==> src/rtl/friscv_pkg.sv <==
// Shared FRiscV constants and types.
// Holds the data-memory access encodings and the responder FSM states.
package friscv_pkg;

    localparam int XLEN             = 32;
    localparam int DMEM_DEPTH_BYTES = 4096;
    localparam int DMEM_ADDR_WIDTH  = $clog2(DMEM_DEPTH_BYTES);

    typedef enum logic [1:0] {
        MEM_BYTE = 2'b00,
        MEM_HALF = 2'b01,
        MEM_WORD = 2'b10
    } mem_size_e;

    typedef enum logic [2:0] {
        S_IDLE,
        S_READ,
        S_CAPTURE,
        S_MERGE,
        S_RESP
    } dmem_resp_state_e;

    // Size 2'b11 is never legal; halves and words must be naturally aligned.
    function automatic logic dmem_access_err(input logic [1:0] size, input logic [1:0] addr_lo);
        logic err;
        case (size)
            MEM_BYTE: err = 1'b0;
            MEM_HALF: err = addr_lo[0];
            MEM_WORD: err = |addr_lo;
            default:  err = 1'b1;
        endcase
        return err;
    endfunction

endpackage

==> src/rtl/friscv_mem_align.sv <==
// Lane formatting for the data-memory responder: load extraction with
// sign/zero extension and read-modify-write merge for sub-word stores.
module friscv_mem_align
    import friscv_pkg::*;
(
    input  logic [XLEN-1:0] rdata,
    input  logic [1:0]      addr_lo,
    input  logic [1:0]      size,
    input  logic            is_unsigned,
    input  logic [XLEN-1:0] wdata,
    output logic [XLEN-1:0] load_data,
    output logic [XLEN-1:0] merge_data
);

    logic [4:0]      shift;
    logic [XLEN-1:0] lane;
    logic [XLEN-1:0] mask;

    always_comb begin
        shift     = 5'd0;
        mask      = '0;
        load_data = '0;
        case (size)
            MEM_BYTE: begin
                shift = {addr_lo, 3'b000};
                mask  = 32'h0000_00FF << shift;
            end
            MEM_HALF: begin
                shift = {addr_lo[1], 4'b0000};
                mask  = 32'h0000_FFFF << shift;
            end
            MEM_WORD: mask = '1;
            default:  mask = '0;
        endcase

        lane = rdata >> shift;
        case (size)
            MEM_BYTE: load_data = {{24{~is_unsigned & lane[7]}}, lane[7:0]};
            MEM_HALF: load_data = {{16{~is_unsigned & lane[15]}}, lane[15:0]};
            MEM_WORD: load_data = rdata;
            default:  load_data = '0;
        endcase

        // Only the addressed lane changes; the rest of the old word is kept.
        merge_data = (rdata & ~mask) | ((wdata << shift) & mask);
    end

endmodule

==> src/rtl/friscv_dmem_resp.sv <==
// Data-memory responder: valid/ready request in, single-port RAM access,
// one-cycle response pulse out. Sub-word stores read the word first.
module friscv_dmem_resp
    import friscv_pkg::*;
#(
    parameter int DEPTH_BYTES = DMEM_DEPTH_BYTES,
    parameter int ADDR_WIDTH  = $clog2(DEPTH_BYTES)
) (
    input  logic                  clk,
    input  logic                  rst_n,
    input  logic                  req_valid_i,
    output logic                  req_ready_o,
    input  logic                  req_we_i,
    input  logic [1:0]            req_size_i,
    input  logic                  req_unsigned_i,
    input  logic [ADDR_WIDTH-1:0] req_addr_i,
    input  logic [XLEN-1:0]       req_wdata_i,
    output logic                  rsp_valid_o,
    output logic [XLEN-1:0]       rsp_rdata_o,
    output logic                  rsp_err_o,
    output logic                  ram_en_o,
    output logic                  ram_we_o,
    output logic [ADDR_WIDTH-3:0] ram_addr_o,
    output logic [XLEN-1:0]       ram_wdata_o,
    input  logic [XLEN-1:0]       ram_rdata_i
);

    dmem_resp_state_e      state;
    logic                  we_q;
    logic                  uns_q;
    logic [1:0]            size_q;
    logic [ADDR_WIDTH-1:0] addr_q;
    logic [XLEN-1:0]       wdata_q;
    logic [XLEN-1:0]       rsp_rdata_q;
    logic                  rsp_err_q;

    logic                  accept;
    logic                  req_err;
    logic [XLEN-1:0]       load_data;
    logic [XLEN-1:0]       merge_data;

    assign accept  = req_valid_i & req_ready_o;
    assign req_err = dmem_access_err(req_size_i, req_addr_i[1:0]);

    assign req_ready_o = (state == S_IDLE) || (state == S_RESP);
    assign rsp_valid_o = (state == S_RESP);
    assign rsp_rdata_o = rsp_rdata_q;
    assign rsp_err_o   = rsp_err_q;
    assign ram_en_o    = (state == S_READ) || (state == S_MERGE);
    assign ram_we_o    = (state == S_MERGE);
    assign ram_addr_o  = addr_q[ADDR_WIDTH-1:2];
    // The merge uses read data that only arrives in the MERGE cycle itself.
    assign ram_wdata_o = (state != S_MERGE)    ? '0 :
                         (size_q == MEM_WORD)  ? wdata_q : merge_data;

    friscv_mem_align u_align (
        .rdata       (ram_rdata_i),
        .addr_lo     (addr_q[1:0]),
        .size        (size_q),
        .is_unsigned (uns_q),
        .wdata       (wdata_q),
        .load_data   (load_data),
        .merge_data  (merge_data)
    );

    always_ff @(posedge clk) begin
        if (!rst_n) begin
            state       <= S_IDLE;
            we_q        <= 1'b0;
            uns_q       <= 1'b0;
            size_q      <= 2'b00;
            addr_q      <= '0;
            wdata_q     <= '0;
            rsp_rdata_q <= '0;
            rsp_err_q   <= 1'b0;
        end else begin
            case (state)
                S_IDLE, S_RESP: begin
                    rsp_rdata_q <= '0;
                    if (accept) begin
                        we_q      <= req_we_i;
                        uns_q     <= req_unsigned_i;
                        size_q    <= req_size_i;
                        addr_q    <= req_addr_i;
                        wdata_q   <= req_wdata_i;
                        rsp_err_q <= req_err;
                        if (req_err)
                            state <= S_RESP;
                        else if (req_we_i && (req_size_i == MEM_WORD))
                            state <= S_MERGE;
                        else
                            state <= S_READ;
                    end else begin
                        rsp_err_q <= 1'b0;
                        state     <= S_IDLE;
                    end
                end
                S_READ:    state <= we_q ? S_MERGE : S_CAPTURE;
                S_CAPTURE: begin
                    rsp_rdata_q <= load_data;
                    state       <= S_RESP;
                end
                S_MERGE:   state <= S_RESP;
                default:   state <= S_IDLE;
            endcase
        end
    end

endmodule

==> config.mk <==
export PLATFORM = sky130hd
export DESIGN_NAME = friscv_dmem_resp
export DESIGN_NICKNAME = d
export VERILOG_FILES = /design/src/rtl/friscv_pkg.sv /design/src/rtl/friscv_mem_align.sv /design/src/rtl/friscv_dmem_resp.sv
export SDC_FILE = /design/constraint.sdc
export NUM_CORES = 1
export LEC_CHECK = 0
export CAP_MARGIN = 25
export CORE_UTILIZATION = 35
export DETAILED_ROUTE_END_ITERATION = 8
export GPL_TIMING_DRIVEN = 0
export PLACE_DENSITY = 0.68
export REMOVE_ABC_BUFFERS = 1
export SLEW_MARGIN = 0
export SYNTH_ARGS = -nofsm -noshare
export SYNTH_HDL_FRONTEND = slang
export SYNTH_SLANG_ARGS = --single-unit
==> constraint.sdc <==
create_clock -name clk -period 2.1 [get_ports clk]
set_clock_uncertainty 0.1 [all_clocks]
set_input_delay 0.42 -clock clk [delete_from_list [all_inputs] [get_ports clk]]
set_output_delay 0.42 -clock clk [all_outputs]
set_load 0.005 [all_outputs]
== Yosys cells after proc, flatten, opt, wreduce, memory -nomap -nowiden ==
Cells that the tools add are included.
Storage, ports and cells
  output and inout port bits: 79
  bits of input ports: 83
  logic and storage cells: 53
  flip-flop bits (word level): 84
Operators by class
  muxes and demuxes: 13
  eq/ne operators: 9
  bitwise logic cells: 8
  shifts and indexed selects: 4
  reduce and logical (&&, ||, !) cells: 11
Operators by type and width (number)
  32-bit case mux with 3 select lines: 2
  32-bit AND: 2
  32-bit 2-to-1 mux: 2
  32-bit case mux with 2 select lines: 1
  32-bit NOT: 1
  32-bit OR: 1
  16-bit by 5-bit << shifter with 32-bit output (first input constant): 1
  32-bit by 5-bit << shifter with 32-bit output: 1
  8-bit by 5-bit << shifter with 32-bit output (first input constant): 1
  32-bit by 5-bit right shift with 16-bit output: 1
  5-bit case mux with 2 select lines: 1
  3-bit case mux with 3 select lines: 1
  3-bit by 2-bit equality test with 1-bit output (second input constant): 2
  3-bit 2-to-1 mux: 2
  2-bit OR reduction: 3
  2-bit by 1-bit equality test with 1-bit output (second input constant): 2
  2-bit equality test (second input constant): 2
  2-bit zero test: 2
  1-bit AND: 3
  3-bit by 1-bit equality test with 1-bit output (second input constant): 1
  3-bit equality test (second input constant): 1
  3-bit zero test: 1
  3-bit by 2-bit != test with 1-bit output (second input constant): 1
  1-bit case mux with 3 select lines: 1
  7 further kinds: 9

== Depth between registers and ports, before layout ==
Gate-level depths: netlist of the first run.
  depth in word-level cells: 7
  mapped depth: 7
  depth with buffers taken out: 5

== By module ==
A second synthesis of the first run with hierarchy kept.
Unflattened totals
  cell total of the unflattened synthesis: 729
  area, all modules: 5393.9 µm²
By module, submodules not included
  friscv_dmem_resp: area an instance 3752.3 µm², instances 1, cells an instance 495, seq. area each 1681.6 µm²
  friscv_mem_align: area an instance 1641.6 µm², instances 1, cells an instance 234, seq. area each 0.0 µm²

== Worst setup path before layout of the first run ==
Ideal clock, no wire load.
  path type: reg2out
  start point: register size_q[0]
  end point: output ram_wdata_o[13]
  stages on the path, launching flop included: 7
  data required time: 1.580 ns
  path buffers: 2
  data arrival time: 1.527 ns
  setup slack: 0.053 ns
  cells stage by stage: dfxtp_1 -> buf_2 -> nor3b_4 -> buf_2 -> mux2_1 -> nor2_1 -> o31ai_1
On the way
  word-level cells in the longest chain between the ends: 7
  elaborated cells on any way between the ends: 12
  those cells by class: 2 x eq/ne; 1 x shift; 4 x mux; 4 x bitwise; 1 x reduce/logical
Ends and longest elaborated chain
  start: declaration: RTL line friscv_dmem_resp.sv:31  | logic [1:0] size_q;
  start signal: assignment: RTL line friscv_dmem_resp.sv:83  | size_q <= req_size_i;
  2-bit by 1-bit equality test with 1-bit output (tied with other cells): RTL line friscv_mem_align.sv:23  | case (size)
  5-bit case mux with 2 select lines or 32-bit case mux with 3 select lines (tied branches): RTL line friscv_mem_align.sv:23
  32-bit by 5-bit << shifter with 32-bit output or 32-bit NOT (tied branches): RTL line friscv_mem_align.sv:45  | merge_data = (rdata & ~mask) | ((wdata << shift) & mask);
  32-bit AND: RTL line friscv_mem_align.sv:45
  32-bit OR: RTL line friscv_mem_align.sv:45
  32-bit 2-to-1 mux *: RTL line friscv_dmem_resp.sv:54  | (size_q == MEM_WORD) ? wdata_q : merge_data;
  32-bit 2-to-1 mux *: RTL line friscv_dmem_resp.sv:53  | assign ram_wdata_o = (state != S_MERGE) ? '0 :
  end: declaration: RTL line friscv_dmem_resp.sv:24  | output logic [XLEN-1:0] ram_wdata_o,
Mark *: on every way between the ends. The rest lies on a longest branch, timed or not.

== Worst setup path in the final report of the first run ==
  start point: register size_q[0]
  end point: output ram_wdata_o[30]
The elaborated chain is that of the path after synthesis.

==> results.sh, run 1 <==
export IMPL_setup_viol=33
export IMPL_p_sw_mw=1.26
export IMPL_n_antenna_cell=0
export IMPL_finalCriticalPeriod_ps=2620
export IMPL_clockBufferDepth=2
export IMPL_antenna_left=0
export IMPL_worstSetupStartpointType="flip-flop"
export IMPL_drcViolationCount=0
export IMPL_yosysWarnings=0
export IMPL_hold_viol=0
export IMPL_use_met3=0.0680
export IMPL_die_y_um=115
export IMPL_dieArea_um2=13300
export IMPL_vias=5374
export IMPL_status="finished with violations"
export IMPL_grt_first_pass_wirelength_um=27100
export IMPL_p_int_mw=3.30
export IMPL_pin_count=162
export IMPL_grt_setup_unrepaired="true"
export IMPL_tightest_slew_ps=824
export IMPL_syn_area_per_cell_um2=8.10
export IMPL_start_util=0.358
export IMPL_clkSlewWorstSetupHoldPaths_ps=60
export IMPL_synthTopCellsByArea="dfxtp_1 37%, nand2_1 10%, a21boi_0 8.2%"
export IMPL_area_delta_synth_final_pct=74.3
export IMPL_synth_top_cell_area_share=0.374
export IMPL_clock_latency_ps=350
export IMPL_cts_tree="yes"
export IMPL_synth_seq_cells=84
export IMPL_r2r_slack_ps=0
export IMPL_grt_max_degree=52
export IMPL_clockPowerShare=0.365
export IMPL_crit_type="reg2out"
export IMPL_required_ps=1580
export IMPL_first_pass_iters=6
export IMPL_final_setup_tns_ps=-8840
export IMPL_die_w_um=115
export IMPL_netlist_instances=556
export IMPL_grt_use_met2=0.466
export IMPL_total_power_mw=4.56
export IMPL_cap_violations=0
export IMPL_synth_distinct_cells=45
export IMPL_numCtsBuffers=9
export IMPL_clockRootBuffer="clkbuf_16"
export IMPL_ys_flop_type="dfxtp_1"
export IMPL_synth_edf_count=0
export IMPL_power_frac_seq=0.381
export IMPL_drt_iter0_drc=434
export IMPL_rows=41
export IMPL_use_met1=0.302
export IMPL_ys_async_sr_fraction=0
export IMPL_pre_cts_ws_ps=-1540
export IMPL_top_usage_layer="met2"
export IMPL_io_buffers=161
export IMPL_drive_above_1_share=0.326
export IMPL_final_util=0.624
export IMPL_arrival_ps=2100
export IMPL_final_nets=845
export IMPL_maxSlewViolCount=0
export IMPL_swShare=0.277
export IMPL_routed_wl_um=19200
export IMPL_max_freq_mhz=382
export IMPL_ir_drop_mv=0.741
export IMPL_antenna_found_initial=0
export IMPL_relSlewSlack=0.451
export IMPL_period_share=1.25
export IMPL_wl_per_cell_um=20.5
export IMPL_whs_ps=360
export IMPL_end_kind="output pin"
export IMPL_htreeDepth=3
export IMPL_yosysSeqAreaShare=0.374
export IMPL_yosysTopAreaCell="dfxtp_1"
export IMPL_worst_slack_ps=-518
export IMPL_globalRouteOverflowTotal=0
export IMPL_cts_sinks=84
export IMPL_grt_util_all_layers=0.268
export IMPL_fillers=1006
export IMPL_place_gp_congestion=0.853
export IMPL_syn_area_um2=4500
export IMPL_combPwrFrac=0.254
export IMPL_leakage_nw=3.04
export IMPL_hp_class="reg2reg"
export IMPL_violations="setup timing"
export IMPL_power_density_nw_per_um2=581
export IMPL_grt_pass1_vias=5042
export IMPL_core_area_um2=12600
export IMPL_hpwl_um=11300
export IMPL_path_max_fanout=7
export IMPL_vias_per_cell=5.73
[registers in the layout, indices dropped and copies added, names as in the netlist]
name and count:
rsp_rdata_o 32, wdata_q 32, addr_q 12, state 3, size_q 2, rsp_err_o 1
uns_q 1, we_q 1
[stage by stage]
stage               std cells  instance area (µm²)
floorplan                 505                 4250
global placement          838                 6080
detailed placement        841                 6150
CTS                       921                 7490
global route              938                 7850
finish                    938                 7850
[synthesized netlist by cell type (6+ instances only)]
cell type  instances
mux2_2             9
mux2i_1           12
nor2_1            43
a21oi_1           24
inv_1              6
nand3_1           18
a221o_1           16
buf_2              6
dfxtp_1           84
a21boi_0          49
nor2b_1            9
buf_4             10
nand2_1          125
o31ai_1           14
and2_1            12
o21ai_0           14
a211oi_1          17
clkbuf_1          32
[worst max-delay path: stages, from the launching register on]
cell and delay [ps]:
dfxtp_4 380, buf_6 130, nor2b_4 120, clkbuf_16 160, buf_6 90, buf_6 120
nor2_2 30, o2bb2ai_1 140, a211oi_1 370, buf_2 200
[cell usage in the layout, fill, tap and decap left out, types with 16 or more instances in the layout]
cell type / n
clkdlybuf4s50_1: 125
dfxtp_1: 77
buf_2: 32
a221o_1: 16
a21boi_0: 49
buf_4: 33
nor2_1: 26
nand2_1: 105
buf_6: 35
[metal layers]
layer	share of wire	vias to the layer above
met5	0	-
met4	0.056	0
met3	0.073	99
met2	0.49	298
met1	0.38	2594
li1	-	2383
[power by group through the flow]
stage,registers (mW),logic [mW],clock network (mW)
6_report,1.74,1.16,1.67
3_5_place_dp,1.78,0.688,0
3_3_place_gp,1.77,0.659,0
4_1_cts,1.73,1.03,1.68
2_1_floorplan,1.76,0.316,0
5_1_grt,1.74,1.21,1.75
[path summary, 6_finish.rpt]
path                                             start                           end  depth (start not counted)
worst max-delay path            size_q[0]$_SDFFE_PN0P_               ram_wdata_o[30]                          9
worst min-delay path               state[1]$_SDFF_PN0_           state[1]$_SDFF_PN0_                          1
worst max register to register  size_q[1]$_SDFFE_PN0P_  rsp_rdata_o[18]$_SDFFE_PN0P_                          6
worst min register to register     state[1]$_SDFF_PN0_           state[1]$_SDFF_PN0_                          1
[repair_timing]
item	CTS	global route
resized for setup	278	50
hold endpoints to repair	0	0
pin swaps	50	28
endpoints found under the setup margin	119	52
hold buffers	0	0
buffers inserted	61	16
cloned	4	1
[kinds of logic after synthesis]
kind of cell    count (synthesis)  share of synthesized area
simple gates                  228                      0.226
compound gates                159                      0.259
flops                          84                      0.374
buf+inv                        58                     0.0623
mux                            27                     0.0792
[final cells by class]
| type | instances | area (µm²) | area share |
|---|---|---|---|
| Tap cell | 172 | 215 | 0.0274 |
| Clock inverter | 5 | 77.6 | 0.00989 |
| Clock buffer | 10 | 229 | 0.0292 |
| Multi-Input combinational cell | 417 | 3180 | 0.405 |
| Sequential cell | 84 | 1710 | 0.217 |
| Inverter | 7 | 32.5 | 0.00415 |
| Timing Repair Buffer | 243 | 2410 | 0.307 |
(Power assumes the default switching activity.)
==> inputs of run 2 (changes only) <==
GPL_ROUTABILITY_DRIVEN = 0   (was not set)
==> run 2 against run 1 <==
Effect of this change:
- the run still ends with setup timing left
- power up 0.49%
- via count down 1.7%
- sequential share of layout area grew 0.053 points
- combinational power fell by 5%
- highest routed layer unchanged
- largest power group is now clock
- utilization is 0.060 points lower
==> results.sh, run 2 (synthesized netlist as in run 1, its figures left out) <==
export IMPL_worstSetupStartpointType="flip-flop"
export IMPL_drt_iter0_drc=425
export IMPL_die_y_um=115
export IMPL_grt_use_met2=0.463
export IMPL_violations="setup timing"
export IMPL_dieArea_um2=13300
export IMPL_r2r_end="rsp_rdata_o[22]$_SDFFE_PN0P_"
export IMPL_hold_end="addr_q[11]$_SDFFE_PN0P_"
export IMPL_crit_type="reg2out"
export IMPL_vias_per_cell=5.64
export IMPL_period_share=1.13
export IMPL_clockRootBuffer="clkbuf_16"
export IMPL_drive_above_1_share=0.335
export IMPL_use_met1=0.328
export IMPL_antenna_found_initial=0
export IMPL_clock_latency_ps=350
export IMPL_clockPowerShare=0.381
export IMPL_routed_wl_um=18900
export IMPL_maxSlewViolCount=0
export IMPL_status="finished with violations"
export IMPL_hp_class="reg2reg"
export IMPL_path_max_fanout=7
export IMPL_clkSlewWorstSetupHoldPaths_ps=60
export IMPL_grt_util_all_layers=0.275
export IMPL_antenna_left=0
export IMPL_use_met3=0.0560
export IMPL_holdPathStages=2
export IMPL_r2r_slack_ps=-40
export IMPL_arrival_ps=1860
export IMPL_vias=5280
export IMPL_p_int_mw=3.29
export IMPL_power_density_nw_per_um2=584
export IMPL_combPwrFrac=0.241
export IMPL_grt_max_degree=50
export IMPL_final_cell_mix="123 x clkdlybuf4s50_1, 105 x nand2_1, 77 x dfxtp_1"
export IMPL_pin_count=162
export IMPL_tightest_slew_ps=846
export IMPL_final_area_um2=7840
export IMPL_p_sw_mw=1.29
export IMPL_r2r_cells=7
export IMPL_grt_setup_unrepaired="true"
export IMPL_worstReg2RegStart="size_q[0]$_SDFFE_PN0P_"
export IMPL_swShare=0.282
export IMPL_hold_viol=0
export IMPL_finalCriticalPeriod_ps=2380
export IMPL_holdCritStartpoint="addr_q[11]$_SDFFE_PN0P_"
export IMPL_total_power_mw=4.58
export IMPL_io_buffers=161
export IMPL_instances_no_fill=936
export IMPL_power_frac_seq=0.378
export IMPL_cts_sinks=84
export IMPL_top_usage_layer="met2"
export IMPL_pre_cts_ws_ps=-1440
export IMPL_leakage_nw=3.03
export IMPL_final_nets=842
export IMPL_relSlewSlack=0.436
export IMPL_globalRouteOverflowTotal=0
export IMPL_area_delta_synth_final_pct=74.2
export IMPL_required_ps=1580
export IMPL_max_freq_mhz=420
export IMPL_cts_hold_buf=0
export IMPL_worst_slack_ps=-282
export IMPL_dpl_cell_area_um2=6170
export IMPL_cap_violations=0
export IMPL_hpwl_um=11300
export IMPL_ir_drop_mv=0.623
export IMPL_htreeDepth=3
export IMPL_grt_first_pass_wirelength_um=27900
export IMPL_end_kind="output pin"
export IMPL_first_pass_iters=5
export IMPL_clockBufferDepth=2
export IMPL_core_area_um2=12600
export IMPL_drcViolationCount=0
export IMPL_grt_pass1_vias=5188
export IMPL_whs_ps=363
export IMPL_wl_per_cell_um=20.2
export IMPL_setup_viol=45
export IMPL_cts_tree="yes"
export IMPL_die_w_um=115
export IMPL_final_common_cell="clkdlybuf4s50_1"
export IMPL_n_antenna_cell=0
export IMPL_numCtsBuffers=9
export IMPL_start_util=0.358
export IMPL_rows=41
export IMPL_placed_cells=842
[run 2: critical path, cell delays in order (launching register included)]
cell and delay [ps]:
dfxtp_4 400, buf_6 170, nor2b_4 70, buf_6 120
o21ai_4 130, buf_4 190, nor2_4 40, o31ai_4 220
buf_2 160
[run 2: area by class of cell]
type | count | area, µm²
clock inverters | 6 | 87.6
multi-input cells | 416 | 3280
inverters | 7 | 32.5
well taps | 172 | 215
fillers | 983 | 4730
repair buffers | 241 | 2280
flip-flops and latches | 84 | 1710
clock buffers | 10 | 239
[run 2: per-stage QoR]
stage          utilization  TNS, ps
4_1_cts              0.598    -5010
3_5_place_dp         0.491   -56910
5_1_grt              0.624    -8180
3_3_place_gp         0.484  -130040
2_1_floorplan            -   -27650
6_report             0.624    -6650
[run 2: power groups by stage]
stage | Sequential [mW] | Clock, mW | Combinational [mW]
after global routing | 1.74 | 1.83 | 1.16
after global placement | 1.77 | 0 | 0.659
after floorplan | 1.76 | 0 | 0.316
after CTS | 1.73 | 1.76 | 0.984
after detailed placement | 1.78 | 0 | 0.696
final | 1.73 | 1.75 | 1.10
[run 2: timing repair]
item | in CTS | in global routing
pin swaps | 42 | 19
endpoints found under the setup margin | 68 | 55
setup buffers | 61 | 15
cloned | 3 | 0
resized for setup | 284 | 51
[run 2: how the worst max path moves through the flow]
| stage | from | endpoint | slack (ps) | cells after the start |
|---|---|---|---|---|
| floorplan | size_q[1]$_SDFFE_PN0P_ | ram_wdata_o[0] | -670 | 4 |
| global placement | size_q[1]$_SDFFE_PN0P_ | ram_wdata_o[5] | -2120 | 5 |
| detailed placement | state[1]$_SDFF_PN0_ | ram_wdata_o[13] | -1440 | 6 |
| CTS | state[1]$_SDFF_PN0_ | ram_wdata_o[15] | -200 | 7 |
| global route | state[1]$_SDFF_PN0_ | ram_wdata_o[31] | -300 | 8 |
| finish | size_q[1]$_SDFFE_PN0P_ | ram_wdata_o[31] | -280 | 8 |
[run 2: routing by layer]
layer	vias up	part of all wire
li1	2374	-
met1	2534	0.39
met2	291	0.49
met3	81	0.067
met4	0	0.052
met5	-	0
